**src/rtl/gs_issue_if.sv**
```systemverilog
// Host-side request/response handshake bundle for the gs_issue sequencer.
interface gs_issue_if #(parameter int SIZE = 30);
    logic            req_valid;
    logic            req_ready;
    logic [1:0]      req_op;
    logic [SIZE-1:0] req_a;
    logic [SIZE-1:0] req_b;
    logic            rsp_valid;
    logic            rsp_ready;
    logic [SIZE-1:0] rsp_result;
    logic            rsp_rsign;
    logic            rsp_err;
    logic [1:0]      rsp_op;

    modport master (
        output req_valid, req_op, req_a, req_b, rsp_ready,
        input  req_ready, rsp_valid, rsp_result, rsp_rsign, rsp_err, rsp_op
    );

    modport slave (
        input  req_valid, req_op, req_a, req_b, rsp_ready,
        output req_ready, rsp_valid, rsp_result, rsp_rsign, rsp_err, rsp_op
    );
endinterface

```
**src/rtl/gs_issue.sv**
```systemverilog
// Issue/sequencing wrapper around an iterative fixed-point div/sqrt engine:
// latches one request, holds the engine operands for a fixed cycle count, then holds the response.
module gs_issue #(
    parameter int LEADS       = 2,
    parameter int WIDTH       = 28,
    parameter int DIV_CYCLES  = 12,
    parameter int SQRT_CYCLES = 16,
    localparam int SIZE       = LEADS + WIDTH
) (
    input  logic            clk,
    input  logic            reset,
    gs_issue_if.slave       bus,
    output logic            eng_reset,
    output logic [1:0]      eng_op,
    output logic [SIZE-1:0] eng_n0,
    output logic [SIZE-1:0] eng_d0,
    input  logic [SIZE-1:0] eng_result,
    input  logic            eng_rsign
);
    localparam int MAXC = (DIV_CYCLES > SQRT_CYCLES) ? DIV_CYCLES : SQRT_CYCLES;
    localparam int CW   = $clog2(MAXC + 1);

    typedef enum logic [1:0] {IDLE, RUN, DONE} state_t;

    state_t          state, state_n;
    logic [CW-1:0]   cnt;
    logic [1:0]      op;
    logic [SIZE-1:0] a, b;
    logic [SIZE-1:0] res;
    logic            rsign, err;
    logic            ready, accept, last;

    assign last   = (cnt <= CW'(1));
    assign accept = bus.req_valid & ready;

    always_ff @(posedge clk or negedge reset) begin
        if (!reset) state <= IDLE;
        else        state <= state_n;
    end

    always_comb begin
        state_n = state;
        ready   = 1'b0;
        case (state)
            IDLE: ready = 1'b1;
            RUN:  if (last) state_n = DONE;
            DONE: begin
                ready = bus.rsp_ready;
                if (bus.rsp_ready) state_n = IDLE;
            end
            default: state_n = IDLE;
        endcase
        // reserved ops skip RUN and answer straight from DONE
        if (accept) state_n = bus.req_op[1] ? DONE : RUN;
    end

    always_ff @(posedge clk or negedge reset) begin
        if (!reset) begin
            cnt   <= '0;
            op    <= '0;
            a     <= '0;
            b     <= '0;
            res   <= '0;
            rsign <= 1'b0;
            err   <= 1'b0;
        end else if (accept) begin
            op  <= bus.req_op;
            a   <= bus.req_a;
            b   <= (bus.req_op == 2'b00) ? bus.req_b : '0;
            case (bus.req_op)
                2'b00:   cnt <= CW'(DIV_CYCLES);
                2'b01:   cnt <= CW'(SQRT_CYCLES);
                default: cnt <= '0;
            endcase
            if (bus.req_op[1]) begin
                res   <= '0;
                rsign <= 1'b0;
                err   <= 1'b1;
            end
        end else if (state == RUN) begin
            if (cnt != '0) cnt <= cnt - CW'(1);
            if (last) begin
                res   <= eng_result;
                rsign <= eng_rsign;
                err   <= 1'b0;
            end
        end
    end

    assign bus.req_ready  = ready;
    assign bus.rsp_valid  = (state == DONE);
    assign bus.rsp_result = res;
    assign bus.rsp_rsign  = rsign;
    assign bus.rsp_err    = err;
    assign bus.rsp_op     = op;

    assign eng_reset = (state != RUN);
    assign eng_op    = op;
    assign eng_n0    = a;
    assign eng_d0    = b;
endmodule

```
**src/flat_wrapper.sv**
```systemverilog
// flat-port wrapper written by rule: the top's interface ports become plain ports
module gs_issue_flat 
#(
    parameter int LEADS       = 2,
    parameter int WIDTH       = 28,
    parameter int DIV_CYCLES  = 12,
    parameter int SQRT_CYCLES = 16,
    localparam int SIZE       = LEADS + WIDTH
)
  (clk, reset, eng_reset, eng_op, eng_n0, eng_d0, eng_result, eng_rsign, bus_req_valid, bus_req_op, bus_req_a, bus_req_b, bus_rsp_ready, bus_req_ready, bus_rsp_valid, bus_rsp_result, bus_rsp_rsign, bus_rsp_err, bus_rsp_op);
  gs_issue_if #(.SIZE((LEADS + WIDTH))) bus_i ();
  input  logic clk;
  input  logic reset;
  output logic eng_reset;
  output logic [1:0] eng_op;
  output logic [SIZE-1:0] eng_n0;
  output logic [SIZE-1:0] eng_d0;
  input  logic [SIZE-1:0] eng_result;
  input  logic eng_rsign;
  input wire logic [$bits(bus_i.req_valid)-1:0] bus_req_valid;
  input wire logic [$bits(bus_i.req_op)-1:0] bus_req_op;
  input wire logic [$bits(bus_i.req_a)-1:0] bus_req_a;
  input wire logic [$bits(bus_i.req_b)-1:0] bus_req_b;
  input wire logic [$bits(bus_i.rsp_ready)-1:0] bus_rsp_ready;
  output wire logic [$bits(bus_i.req_ready)-1:0] bus_req_ready;
  output wire logic [$bits(bus_i.rsp_valid)-1:0] bus_rsp_valid;
  output wire logic [$bits(bus_i.rsp_result)-1:0] bus_rsp_result;
  output wire logic [$bits(bus_i.rsp_rsign)-1:0] bus_rsp_rsign;
  output wire logic [$bits(bus_i.rsp_err)-1:0] bus_rsp_err;
  output wire logic [$bits(bus_i.rsp_op)-1:0] bus_rsp_op;
  assign bus_i.req_valid = bus_req_valid;
  assign bus_i.req_op = bus_req_op;
  assign bus_i.req_a = bus_req_a;
  assign bus_i.req_b = bus_req_b;
  assign bus_i.rsp_ready = bus_rsp_ready;
  assign bus_req_ready = bus_i.req_ready;
  assign bus_rsp_valid = bus_i.rsp_valid;
  assign bus_rsp_result = bus_i.rsp_result;
  assign bus_rsp_rsign = bus_i.rsp_rsign;
  assign bus_rsp_err = bus_i.rsp_err;
  assign bus_rsp_op = bus_i.rsp_op;
  gs_issue #(.LEADS(LEADS), .WIDTH(WIDTH), .DIV_CYCLES(DIV_CYCLES), .SQRT_CYCLES(SQRT_CYCLES)) u_core (.clk(clk), .reset(reset), .bus(bus_i), .eng_reset(eng_reset), .eng_op(eng_op), .eng_n0(eng_n0), .eng_d0(eng_d0), .eng_result(eng_result), .eng_rsign(eng_rsign));
endmodule
```
**config.mk**
```make
export PLATFORM = sky130hd
export DESIGN_NAME = gs_issue_flat
export DESIGN_NICKNAME = d
export VERILOG_FILES = /design/src/rtl/gs_issue_if.sv /design/src/rtl/gs_issue.sv /design/src/flat_wrapper.sv
export SDC_FILE = /design/constraint.sdc
export NUM_CORES = 1
export LEC_CHECK = 0
export BUFFER_PORTS_ARGS = -buffer_cell sky130_fd_sc_hd__buf_2
export CAP_MARGIN = 20
export CORE_MARGIN = 1
export CORE_UTILIZATION = 42
export DETAILED_ROUTE_END_ITERATION = 12
export GPL_ROUTABILITY_DRIVEN = 0
export PLACE_DENSITY = 0.76
export SETUP_SLACK_MARGIN = 0.1
export SLEW_MARGIN = 10
export SYNTH_ARGS = -nofsm -noshare
export SYNTH_HDL_FRONTEND = slang
export SYNTH_SLANG_ARGS = --single-unit
export TNS_END_PERCENT = 50
```
**constraint.sdc**
```tcl
create_clock -name clk -period 1.6 [get_ports clk]
set_clock_uncertainty 0.1 [all_clocks]
set_input_delay 0.48 -clock clk [delete_from_list [all_inputs] [get_ports clk]]
set_output_delay 0.48 -clock clk [all_outputs]
set_load 0.05 [all_outputs]
```
# Yosys cells after proc, flatten, opt, wreduce, memory -nomap -nowiden
# Index checks and enable logic that the tools add are counted.
# word_totals
reg_bits	101
input_bits	97
elab_cells	51
# op_classes
addsub	1
n_lt_le_gt_ge	1
eq_ne	8
muxes	23
bitwise	1
reduce_logical	9
# op_table
operator	count
$mux W30	5
$mux W5	3
$pmux W5 S2	1
$mux W1	8
$mux W2	4
$pmux W2 S3	1
$reduce_and A3 Y1	2
$reduce_bool A2 Y1	3
$le A5 B1 Y1 const B	1
$reduce_bool A5 Y1	1
$sub A5 B1 Y5 const B	1
$eq A2 B1 Y1 const B	2
$logic_not A2 Y1	2
$ne A2 B1 Y1 const B	2
$ne A3 B1 Y1 const B	1
$ne A3 B2 Y1 const B	1
$eq A2 B2 Y1 const B	1
$ne A2 B2 Y1 const B	1
$pmux W1 S2	1
$reduce_and A2 Y1	1
$and A1 B1 Y1	1

# Logic depth before layout (Yosys ltp)
# Gate-level depths: netlist of run 1.
# depth
depth_word	5
ltp_mapped	7
depth_no_buf	5

# Worst setup path before layout of run 1
# OpenSTA, ideal clock, no wires.
# synth_path
path_type	input-to-output
startpoint	input bus_rsp_ready
endpoint	output bus_req_ready
arrival_time_ns	1.313
slack_ns	-0.293
stages	3
path_cell_list	nor2b_1 -> buf_2 -> nor2_1
# synth_via
elab_chain_cells	1
# synth_rtl
element	line_no	source
from (decl)	flat_wrapper.sv:24	input wire logic [$bits(bus_i.rsp_ready)-1:0] bus_rsp_ready;
$pmux W1 S2	gs_issue.sv:44	case (state)
to (decl)	flat_wrapper.sv:25	output wire logic [$bits(bus_i.req_ready)-1:0] bus_req_ready;
# Every way passes these cells.

# Worst setup path in the final report of run 1
# layout_path
startpoint	register u_core.state[0]
endpoint	output eng_reset
# layout_via
elab_chain_cells	1
# layout_rtl
element	line_no	source
from (decl)	gs_issue.sv:25	state_t state, state_n;
from (signal assigned)	gs_issue.sv:38	else state <= state_n;
$ne A2 B1 Y1	gs_issue.sv:97	assign eng_reset = (state != RUN);
to (decl)	flat_wrapper.sv:14	output logic eng_reset;
# Every way passes these cells.

==> results.md, run 1 <==
- Outcome: finished with violations
- Violations in the final reports: setup timing
- Leakage: about 3.6 nW
- Count of different cell masters after synthesis: 39
- Post-route ant nets: 0
- Number of core rows: 36
- Slowest stage cell on the critical path: sky130_fd_sc_hd__dfrtp_1
- Total buffers and inverters traversed by the critical path: 3
- Clock slew at reported path FFs: 0.11 ns
- Library cell used as clock root buffer: sky130_fd_sc_hd__clkbuf_8
- Nets in the synthesized netlist: ~430
- Aggregate negative setup slack: -10.72 ns
- Overall track demand over capacity in global routing: about a quarter
- Core footprint: 0.00968 mm2
- Tcrit/Tclk final: 117%
- Critical path cell sequence: buf_6 > nor2b_4 > inv_2 > buf_8
- TritonCTS clock tree: built
- Warnings, synthesis: 0
- Max FO, Critical Path: 3
- Antenna violations before repair: 1
- Maximum clock frequency: about 530 MHz
- Post-synthesis compound-gate area fraction: about 15%
- Setup CP Type: flop to output pin
- Routing usage on met3: between 4 and 5%
- Number of vias per cell: roughly 5.5
- Critical path arrival: ~1.3 ns
- Share of async-settable or async-resettable flops after synthesis: 100%
- Worst Tran Pin Value: 0.288 ns
- Die width: 102 um
- Largest net degree at the start of global routing: 42
- I/O Pins: roughly 200
- Number of buffers inserted by port buffering: 195
- Starting DRC count in detailed routing: 104
- Starting Density: between 40% and 50%
- Detailed-route DRC error count: 0
- Setup-failing EPs final: 100
- Post-Syn Instances: between 300 and 400
- Largest delay contributor family on the critical path: flip-flops
- Number of iterations in the first detailed-routing pass: 4
- Most Used Layer, Global Route: met2
- Via count of the first global-routing pass: ~4,000
- Clk buf depth: 2
- Fraction of synthesized area in multiplexers: between 8 and 9%
- Hold crit path type: primary input to flop
- Overall die height: 102 um
- Slack of the critical path: -0.280 ns
- Commonest non-fill, non-tap cells in the layout: 117 x sky130_fd_sc_hd__buf_6, 101 x sky130_fd_sc_hd__dfrtp_1, 95 x sky130_fd_sc_hd__buf_2
- Tot Pwr: between 0.015 and 0.02 W
- Unrepaired setup endpoints after global routing: yes
- Synth Flop Type: sky130_fd_sc_hd__dfrtp_1
- VDD IR-drop max: roughly 1.5 mV
- Most frequent standard cell in the layout excluding fill and tap cells: sky130_fd_sc_hd__buf_6
- Xor and xnor area share after synthesis: 0%
- Net count, final: 680
- Met1 layer usage reported by global route: 31.6%
- Post-synthesis adder-cell area fraction: 0.599%
- Wire length of the first global-routing pass: 20.3 mm
- Endpoints failing hold: 0
- Count of state elements after synthesis: between 100 and 150
- Clock sink count: just over 100
- Total number of vias: ~3,900
- Time the worst path needs with I/O delays and setup: around 1.9 ns
- Number of H-tree levels: 3
- Area used by multi-input combinational logic: slightly below 0.002 mm2
- Kind of end point of the critical path: output pin
- Proportion of layout cells with a drive suffix above 1: 62.8%
- Post-synthesis sequential area ratio: around 61%
- Pre-CTS setup slack: -0.329 ns
- Wire per inst: 20.3 um
- Met2 GRT Util: between 40 and 50%
- Worst path max stage delay: between 0.4 and 0.5 ns
- Fill cells: 542
- CTS Buf Count: 9
- Latest clock arrival within the worst-skew pair: 0.36 ns
- Max-Cap Viols: 0
- Sequential cell area: approximately 0.0025 mm2
- Total die area: between 0.01 and 0.015 mm2
- Total power divided by cell area: between 2000 and 2500 mW/mm2
- Dominant combinational cell family by area after synthesis: compound AO/OA/AOI/OAI gates
- Type of element launching the critical path: flop
- P&R area growth vs syn: 82.8%
- Hpwl dp: 7.27 mm
- Required time worst endpoint: just over 1 ns
- Synthesized-area fraction occupied by and/or/nand/nor cells: under 10%
- Number of enable flip-flop cells after synthesis: 0
- Average cell area after synthesis: 12.5 um2
- Cell area after synthesis: 0.00418 mm2
- Final WL: 14.6 mm
- Max-slew violation count: 0
- GRT overflow: 0
- Max-slew headroom at the worst pin: about four fifths
metrics by stage:
step                instances  hold WS (ns)  instance area, um2  utilization (%)
finish                    720         0.219                7630             78.8
global placement          662         0.287                5500             56.8
floorplan                 333        0.0844                4210                -
CTS                       708         0.205                7110             73.4
detailed placement        662         0.287                5500             56.8
global route              720         0.207                7630             78.8
worst register-to-register path, delay by kind of cell, from the launching register on:
kind,cells,cell delay (ns)
simple gates,2,0.34
compound gates,1,0.25
buf+inv,5,0.64
flops,1,0.43
worst paths after layout:
check,endpoint,cells after the start,startpoint,slack [ns]
max,eng_reset,4,u_core.state[0],-0.28
min,u_core.eng_d0[26],2,bus_req_b[26],0.22
max reg2reg,u_core.bus.rsp_result[16],8,u_core.state[0],-0.28
min reg2reg,u_core.eng_d0[4],1,u_core.eng_d0[4],0.43
max in group asynchronous,u_core.bus.rsp_result[17],3,reset,0.43
min in group asynchronous,u_core.eng_n0[8],2,reset,0.43
power by group:
part | internal, W | switching, W | leakage, nW | total (W)
clock | 0.000631 | 0.000943 | 0.0939 | 0.00157
sequential | 0.00358 | 0.000860 | 1.30 | 0.00444
combinational | 0.00495 | 0.00664 | 2.25 | 0.0116
total | 0.00917 | 0.00844 | 3.64 | 0.0176
cells by family after synthesis:
logic type,after synthesis
and+or+nand+nor,51
DFF,101
buffers and inverters,67
adders and majority gates,2
AOI/OAI and AO/OA,80
muxes,32
layout make-up:
class | count | share of cell area, %
Antenna cell | 1 | 0.0328
Clock buffer | 10 | 1.80
Clock inverter | 6 | 0.672
Inverter | 38 | 1.87
Multi-Input combinational cell | 165 | 25.8
Sequential cell | 101 | 33.1
Tap cell | 133 | 2.18
Timing Repair Buffer | 266 | 34.6
routing by layer:
layer / up-vias / routed length, um
met1: 1977 / 5750
met2: 184 / 7750
li1: 1726 / -
met5: - / 0
met3: 41 / 715
met4: 0 / 414
state kept, by name, indices dropped and copies added (netlist names):
register	cells
u_core.bus.rsp_err	1
u_core.bus.rsp_op	2
u_core.state	2
u_core.eng_d0	30
u_core.cnt	5
u_core.bus.rsp_rsign	1
u_core.bus.rsp_result	30
u_core.eng_n0	30
cell usage after synthesis (all sizes together), types with 4 or more instances:
master	instances	area [um2]
dfrtp	101	2530
inv	38	143
o31ai	32	240
mux2	31	349
nand4	31	194
a22o	30	263
buf	17	116
clkbuf	12	45.0
nor2b	4	25.0
nor3	4	35.0
o21ai	4	20.0
timing repair:
| action | 4_1_cts | 5_1_grt |
|---|---|---|
| gates resized for setup | 280 | 72 |
| setup endpoints to repair | 200 | 200 |
| hold buffers | 1 | 0 |
| setup buffers | 19 | 10 |
| hold endpoints to repair | 19 | 0 |
| pin swaps | 6 | 14 |
| gates cloned | 10 | 3 |
No activity file was read; power rests on OpenSTA's default activity.
==> run 2: changes to the inputs <==
- CORE_ASPECT_RATIO: default -> 0.75
- PLACE_DENSITY: 0.76 -> 0.75
==> results.md, run 2 (synthesized netlist as in run 1, its figures left out) <==
- Worst reg2reg path depth: 5
- Total number of vias: a little under 4,000
- Hold worst-path end: u_core.eng_d0[10]
- Max-Cap Viols: 0
- I/O Pins: 196
- Required time worst endpoint: ~1 ns
- Fill cells: 511
- Largest net degree at the start of global routing: between 40 and 50
- Post-route ant nets: 0
- Final WL: approximately 16 mm
- P&R area growth vs syn: 88.5%
- Outcome: finished with violations
- Proportion of layout cells with a drive suffix above 1: ~64%
- Die width: approximately 120 um
- Reg-to-reg critical path startpoint: u_core.cnt[0]
- Max FO, Critical Path: 3
- Worst Setup SP: u_core.state[1]
- Violations in the final reports: setup timing
- VDD IR-drop max: 1.43 mV
- Leakage: between 3 and 4 nW
- Routing usage on met3: under 10%
- Max-slew violation count: 0
- Hold crit path type: primary input to flop
- Latest clock arrival within the worst-skew pair: around 0.34 ns
- Pre-CTS setup slack: -0.279 ns
- Hold wc startpoint: bus_req_b[10]
- Overall die height: around 90 um
- Overall track demand over capacity in global routing: approximately 28%
- Number of inserted diodes: 0
- Number of buffers inserted by port buffering: around 200
- Capture instance of the worst register-to-register path: u_core.cnt[2]
- Aggregate negative setup slack: -6.59 ns
- Number of core rows: 31
- Starting DRC count in detailed routing: a little under 300
- WHS: 0.254 ns
- Net count, final: about 700
- Total power divided by cell area: around 2400 mW/mm2
- Wire per inst: between 20 and 25 um
- Commonest non-fill, non-tap cells in the layout: 116 x sky130_fd_sc_hd__buf_6, 100 x sky130_fd_sc_hd__dfrtp_1, 95 x sky130_fd_sc_hd__buf_2
- Slack of the worst reg-to-reg path: -0.17 ns
- Endpoints failing hold: 0
- Final standard cell utilization of the core: 81.5%
- Tcrit/Tclk final: 112%
- Hold Crit Depth: 2
- GRT overflow: 0
- Slack of the critical path: -0.187 ns
- Setup CP Type: flop to output pin
- Type of element launching the critical path: flop
- Kind of end point of the critical path: output pin
- Unrepaired setup endpoints after global routing: yes
- Number of iterations in the first detailed-routing pass: 4
- Met1 layer usage reported by global route: a little under two fifths
- TritonCTS clock tree: built
- CTS Buf Count: 9
- Time the worst path needs with I/O delays and setup: 1.79 ns
- Wire length of the first global-routing pass: about 22 mm
- Most Used Layer, Global Route: met2
- Worst Tran Pin Value: 0.288 ns
- Clk buf depth: 2
- Via count of the first global-routing pass: 3,966
- Number of vias per cell: about 5.4
- Starting Density: about 43%
- Maximum clock frequency: 559 MHz
- Hpwl dp: 7.67 mm
- Max-slew headroom at the worst pin: about four fifths
- Setup-failing EPs final: 85
- Met2 GRT Util: 46.5%
- Most frequent standard cell in the layout excluding fill and tap cells: sky130_fd_sc_hd__buf_6
- Core footprint: a little under 0.01 mm2
- Critical path arrival: between 1 and 1.5 ns
- Clock sink count: slightly above 100
- Clock slew at reported path FFs: 0.07 ns
- Total die area: about 0.010 mm2
- Library cell used as clock root buffer: sky130_fd_sc_hd__clkbuf_16
- Number of H-tree levels: 3
- Antenna violations before repair: 0
- Detailed-route DRC error count: 0
==> run 2: changes by cell type in the layout (fill, tap and decap cells not counted), moves of 3 or more <==
cell,delta
sky130_fd_sc_hd__buf_4,+6
sky130_fd_sc_hd__clkbuf_8,-10
sky130_fd_sc_hd__clkbuf_16,+9
sky130_fd_sc_hd__o31ai_4,+3
==> run 2: worst max-delay path by stage <==
| stage | to | slack [ns] |
|---|---|---|
| global route | eng_reset | -0.22 |
| global placement | bus_req_ready | -0.21 |
| CTS | bus_rsp_valid | -0.18 |
| floorplan | u_core.cnt[2] | -0.12 |
| finish | eng_reset | -0.19 |
| detailed placement | u_core.bus.rsp_result[26] | -0.28 |
==> run 2: cell type report <==
| cell class | instances | area, um2 | area share [%] |
|---|---|---|---|
| repair buffers | 270 | 2670 | 33.9 |
| flip-flops and latches | 101 | 2530 | 32.1 |
| multi-input cells | 165 | 2050 | 26.1 |
| clock buffers | 10 | 229 | 2.91 |
| well taps | 132 | 165 | 2.10 |
| inverters | 38 | 143 | 1.81 |
| clock inverters | 6 | 86.3 | 1.10 |
==> run 2: power by group <==
group          internal [W]  switching, W
Sequential          0.00359      0.000919
Clock               0.00137      0.000957
Combinational       0.00514       0.00686
Total                0.0101       0.00874
==> run 2: critical path, stage by stage (launching register included) <==
cell and delay [ns]:
sky130_fd_sc_hd__dfrtp_1 0.41, sky130_fd_sc_hd__buf_6 0.14, sky130_fd_sc_hd__nor2b_4 0.11, sky130_fd_sc_hd__inv_2 0.06
sky130_fd_sc_hd__buf_8 0.15
==> run 2: through the flow <==
step / cell area, um2 / std cells / power, W
floorplan: 4210 / 333 / 0.00980
global placement: 5520 / 665 / 0.0117
detailed placement: 5520 / 665 / 0.0119
CTS: 7450 / 718 / 0.0175
global route: 7870 / 722 / 0.0195
finish: 7870 / 722 / 0.0188
==> run 2: timing repair <==
action | 4_1_cts | 5_1_grt
buffers inserted | 24 | 6
endpoints found under the hold margin | 12 | 0
resized for setup | 309 | 60
endpoints found under the setup margin | 198 | 183
pin swaps | 10 | 37
cloned | 12 | 3
hold buffers | 1 | 0
==> run 2: layer usage <==
layer,wire length (um),vias up
met2,8020,162
met4,293,0
met5,0,-
li1,-,1729
met3,826,22
met1,6450,2001
==> run 3: changes to the inputs <==
- ABC_AREA: default -> 1
- CORE_UTILIZATION: 42 -> 50
- PLACE_DENSITY: 0.75 -> 0.84
- clock period: 1.6 -> 2.1 ns (I/O delays scaled with it)
==> results.md, run 3 <==
- Outcome: finished clean
- Setup-failing EPs final: 0
- Largest delay contributor family on the critical path: flip-flops
- Tot Pwr: 0.00932 W
- Synth Flop Type: sky130_fd_sc_hd__dfrtp_1
- Wire per inst: roughly 13 um
- Most frequent cell after synthesis: sky130_fd_sc_hd__nand2_1
- Final WL: a little under 10 mm
- Cell area after synthesis: roughly 0.0042 mm2
- Finished layout cell area: 0.00537 mm2
- Required time worst endpoint: between 1 and 1.5 ns
- Most frequent standard cell in the layout excluding fill and tap cells: sky130_fd_sc_hd__nand2_1
- Post-synthesis sequential area ratio: 60.6%
- Max-slew violation count: 0
- Wire length of the first global-routing pass: about 15 mm
- TritonCTS clock tree: built
- Post-Syn Instances: between 400 and 500
- Number of core rows: 28
- Max-Cap Viols: 0
- Total die area: between 0.008 and 0.009 mm2
- Max FO, Critical Path: 3
- Tcrit/Tclk final: around 94%
- Endpoints failing hold: 0
- Number of buffers inserted by port buffering: just under 200
- VDD IR-drop max: approximately 1.1 mV
- Total power divided by cell area: approximately 1700 mW/mm2
- Kind of end point of the critical path: output pin
- Number of H-tree levels: 3
- Post-route ant nets: 0
- Slowest stage cell on the critical path: sky130_fd_sc_hd__dfrtp_1
- Type of element launching the critical path: flop
- List of most frequent post-synthesis cells: 239 x sky130_fd_sc_hd__nand2_1, 101 x sky130_fd_sc_hd__dfrtp_1, 36 x sky130_fd_sc_hd__nand3_1
- Leakage: between 3 and 4 nW
- Number of vias per cell: around 4.8
- Clock sink count: slightly above 100
- Core footprint: between 0.007 and 0.008 mm2
- Proportion of layout cells with a drive suffix above 1: around a third
- Worst path max stage delay: ~0.43 ns
- Yosys top cell by area: sky130_fd_sc_hd__dfrtp_1
- GRT overflow: 0
- CTS Buf Count: 9
- Starting DRC count in detailed routing: 177
- Clock slew at reported path FFs: approximately 0.09 ns
- Die width: roughly 110 um
- Number of inserted diodes: 0
- Hold crit path type: primary input to async pin
- Total buffers and inverters traversed by the critical path: 2
- Critical path cell sequence: inv_1 > nor2_1 > nor2_2 > clkbuf_4
- Count of state elements after synthesis: around 100
- Via count of the first global-routing pass: between 3,000 and 4,000
- Average cell area after synthesis: 8.97 um2
- Total number of vias: 3,658
- Warnings, synthesis: 0
- Commonest non-fill, non-tap cells in the layout: 239 x sky130_fd_sc_hd__nand2_1, 191 x sky130_fd_sc_hd__buf_2, 101 x sky130_fd_sc_hd__dfrtp_1
- Nets in the synthesized netlist: roughly 560
- P&R area growth vs syn: 28.8%
- Setup CP Type: flop to output pin
- Antenna violations before repair: 0
- Starting Density: a little over half
- Share of async-settable or async-resettable flops after synthesis: 100%
- Unrepaired setup endpoints after global routing: yes
- Critical path arrival: approximately 1.2 ns
- Net count, final: about 750
- I/O Pins: roughly 200
- Fill cells: slightly below 700
- Maximum clock frequency: around 500 MHz
- Library cell used as clock root buffer: sky130_fd_sc_hd__clkbuf_8
- Largest net degree at the start of global routing: 64
- Top-area cell type share of the netlist area: 60.6%
- Time the worst path needs with I/O delays and setup: 1.97 ns
- Hpwl dp: 7.05 mm
- Number of enable flip-flop cells after synthesis: 0
- Count of different cell masters after synthesis: 23
- Worst Tran Pin Value: around 0.42 ns
- Overall die height: slightly above 80 um
- Cells taking the most area after synthesis: sky130_fd_sc_hd__dfrtp_1 61%, sky130_fd_sc_hd__nand2_1 21%, sky130_fd_sc_hd__nand3_1 4.3%
- Detailed-route DRC error count: 0
- Post-Place Cell Area: between 0.005 and 0.006 mm2
- Overall track demand over capacity in global routing: a little under a quarter
- Clk buf depth: 2
- Latest clock arrival within the worst-skew pair: approximately 0.35 ns
- Aggregate negative setup slack: 0 ns
- Max-slew headroom at the worst pin: between 70% and 80%
- Number of iterations in the first detailed-routing pass: 5
[run 3: changes by cell type in the layout (fill, tap and decap cells not counted), moves of 11 or more]
cell                        change
sky130_fd_sc_hd__a22o_1        -30
sky130_fd_sc_hd__buf_12        -11
sky130_fd_sc_hd__nand2_1      +238
sky130_fd_sc_hd__o31ai_4       -27
sky130_fd_sc_hd__buf_2         +96
sky130_fd_sc_hd__nand3_1       +36
sky130_fd_sc_hd__clkbuf_16     -12
sky130_fd_sc_hd__inv_1         -27
sky130_fd_sc_hd__nand4_1       -31
sky130_fd_sc_hd__mux2_4        -31
sky130_fd_sc_hd__buf_4         -19
sky130_fd_sc_hd__o21ai_0       +32
sky130_fd_sc_hd__buf_6        -115
[run 3: final timing paths]
path | end | start | depth (start not counted) | slack, ns
hold / removal | u_core.eng_d0[0] | reset | 1 | 0.10
setup / recovery | bus_req_ready | u_core.state[1] | 4 | 0.13
setup reg to reg | u_core.bus.rsp_result[3] | u_core.cnt[1] | 7 | 0.27
min in group clk | u_core.bus.rsp_result[0] | eng_result[0] | 3 | 0.37
hold reg to reg | u_core.eng_d0[24] | u_core.eng_d0[24] | 2 | 0.38
max in group asynchronous | u_core.eng_n0[24] | reset | 2 | 1.25
[run 3: logic make-up (layout without fill, tap and decap cells)]
family,count (synthesis),in the layout,share of synthesized area (%)
simple gates,289,289,28.4
flops,101,101,60.6
buf+inv,38,232,6.12
compound gates,35,35,4.29
fa+ha+maj,2,2,0.600
[run 3: final cells by class]
class                      count  area [um2]  share of cell area (%)
clock buffer                  11         131                    2.45
tap                          105         131                    2.45
multi-input combinational    326        1400                    26.0
sequential                   101        2530                    47.0
inverter                      11        46.3                   0.862
clock inverter                 5        36.3                   0.675
timing repair buffer         205        1100                    20.5
[run 3: layer usage]
metal,global-route usage (%),routed length [um]
met1,27.0,4190
met3,6.26,700
met4,7.40,90
met2,39.7,4680
met5,0,0
[run 3: report_power, final]
part | internal, W | total [W] | switching, W
clock | 0.000434 | 0.00107 | 0.000640
combinational | 0.00114 | 0.00510 | 0.00396
sequential | 0.00269 | 0.00315 | 0.000450
[run 3: what timing repair did]
action,in CTS,in global routing
endpoints found under the hold margin,0,0
setup buffers,2,0
pin swaps,1,0
hold buffers,0,0
setup endpoints to repair,1,2
gates resized for setup,1,5
[run 3: stage by stage]
step / hold slack [ns] / utilization (%) / std cells / setup WS, ns
detailed placement: 0.368 / 64.8 / 746 / 0.250
CTS: 0.102 / 67.1 / 764 / 0.0971
finish: 0.104 / 67.3 / 764 / 0.129
global placement: 0.354 / 64.8 / 746 / 0.272
floorplan: 0.234 / - / 465 / 0.248
global route: 0.116 / 67.3 / 764 / 0.0556
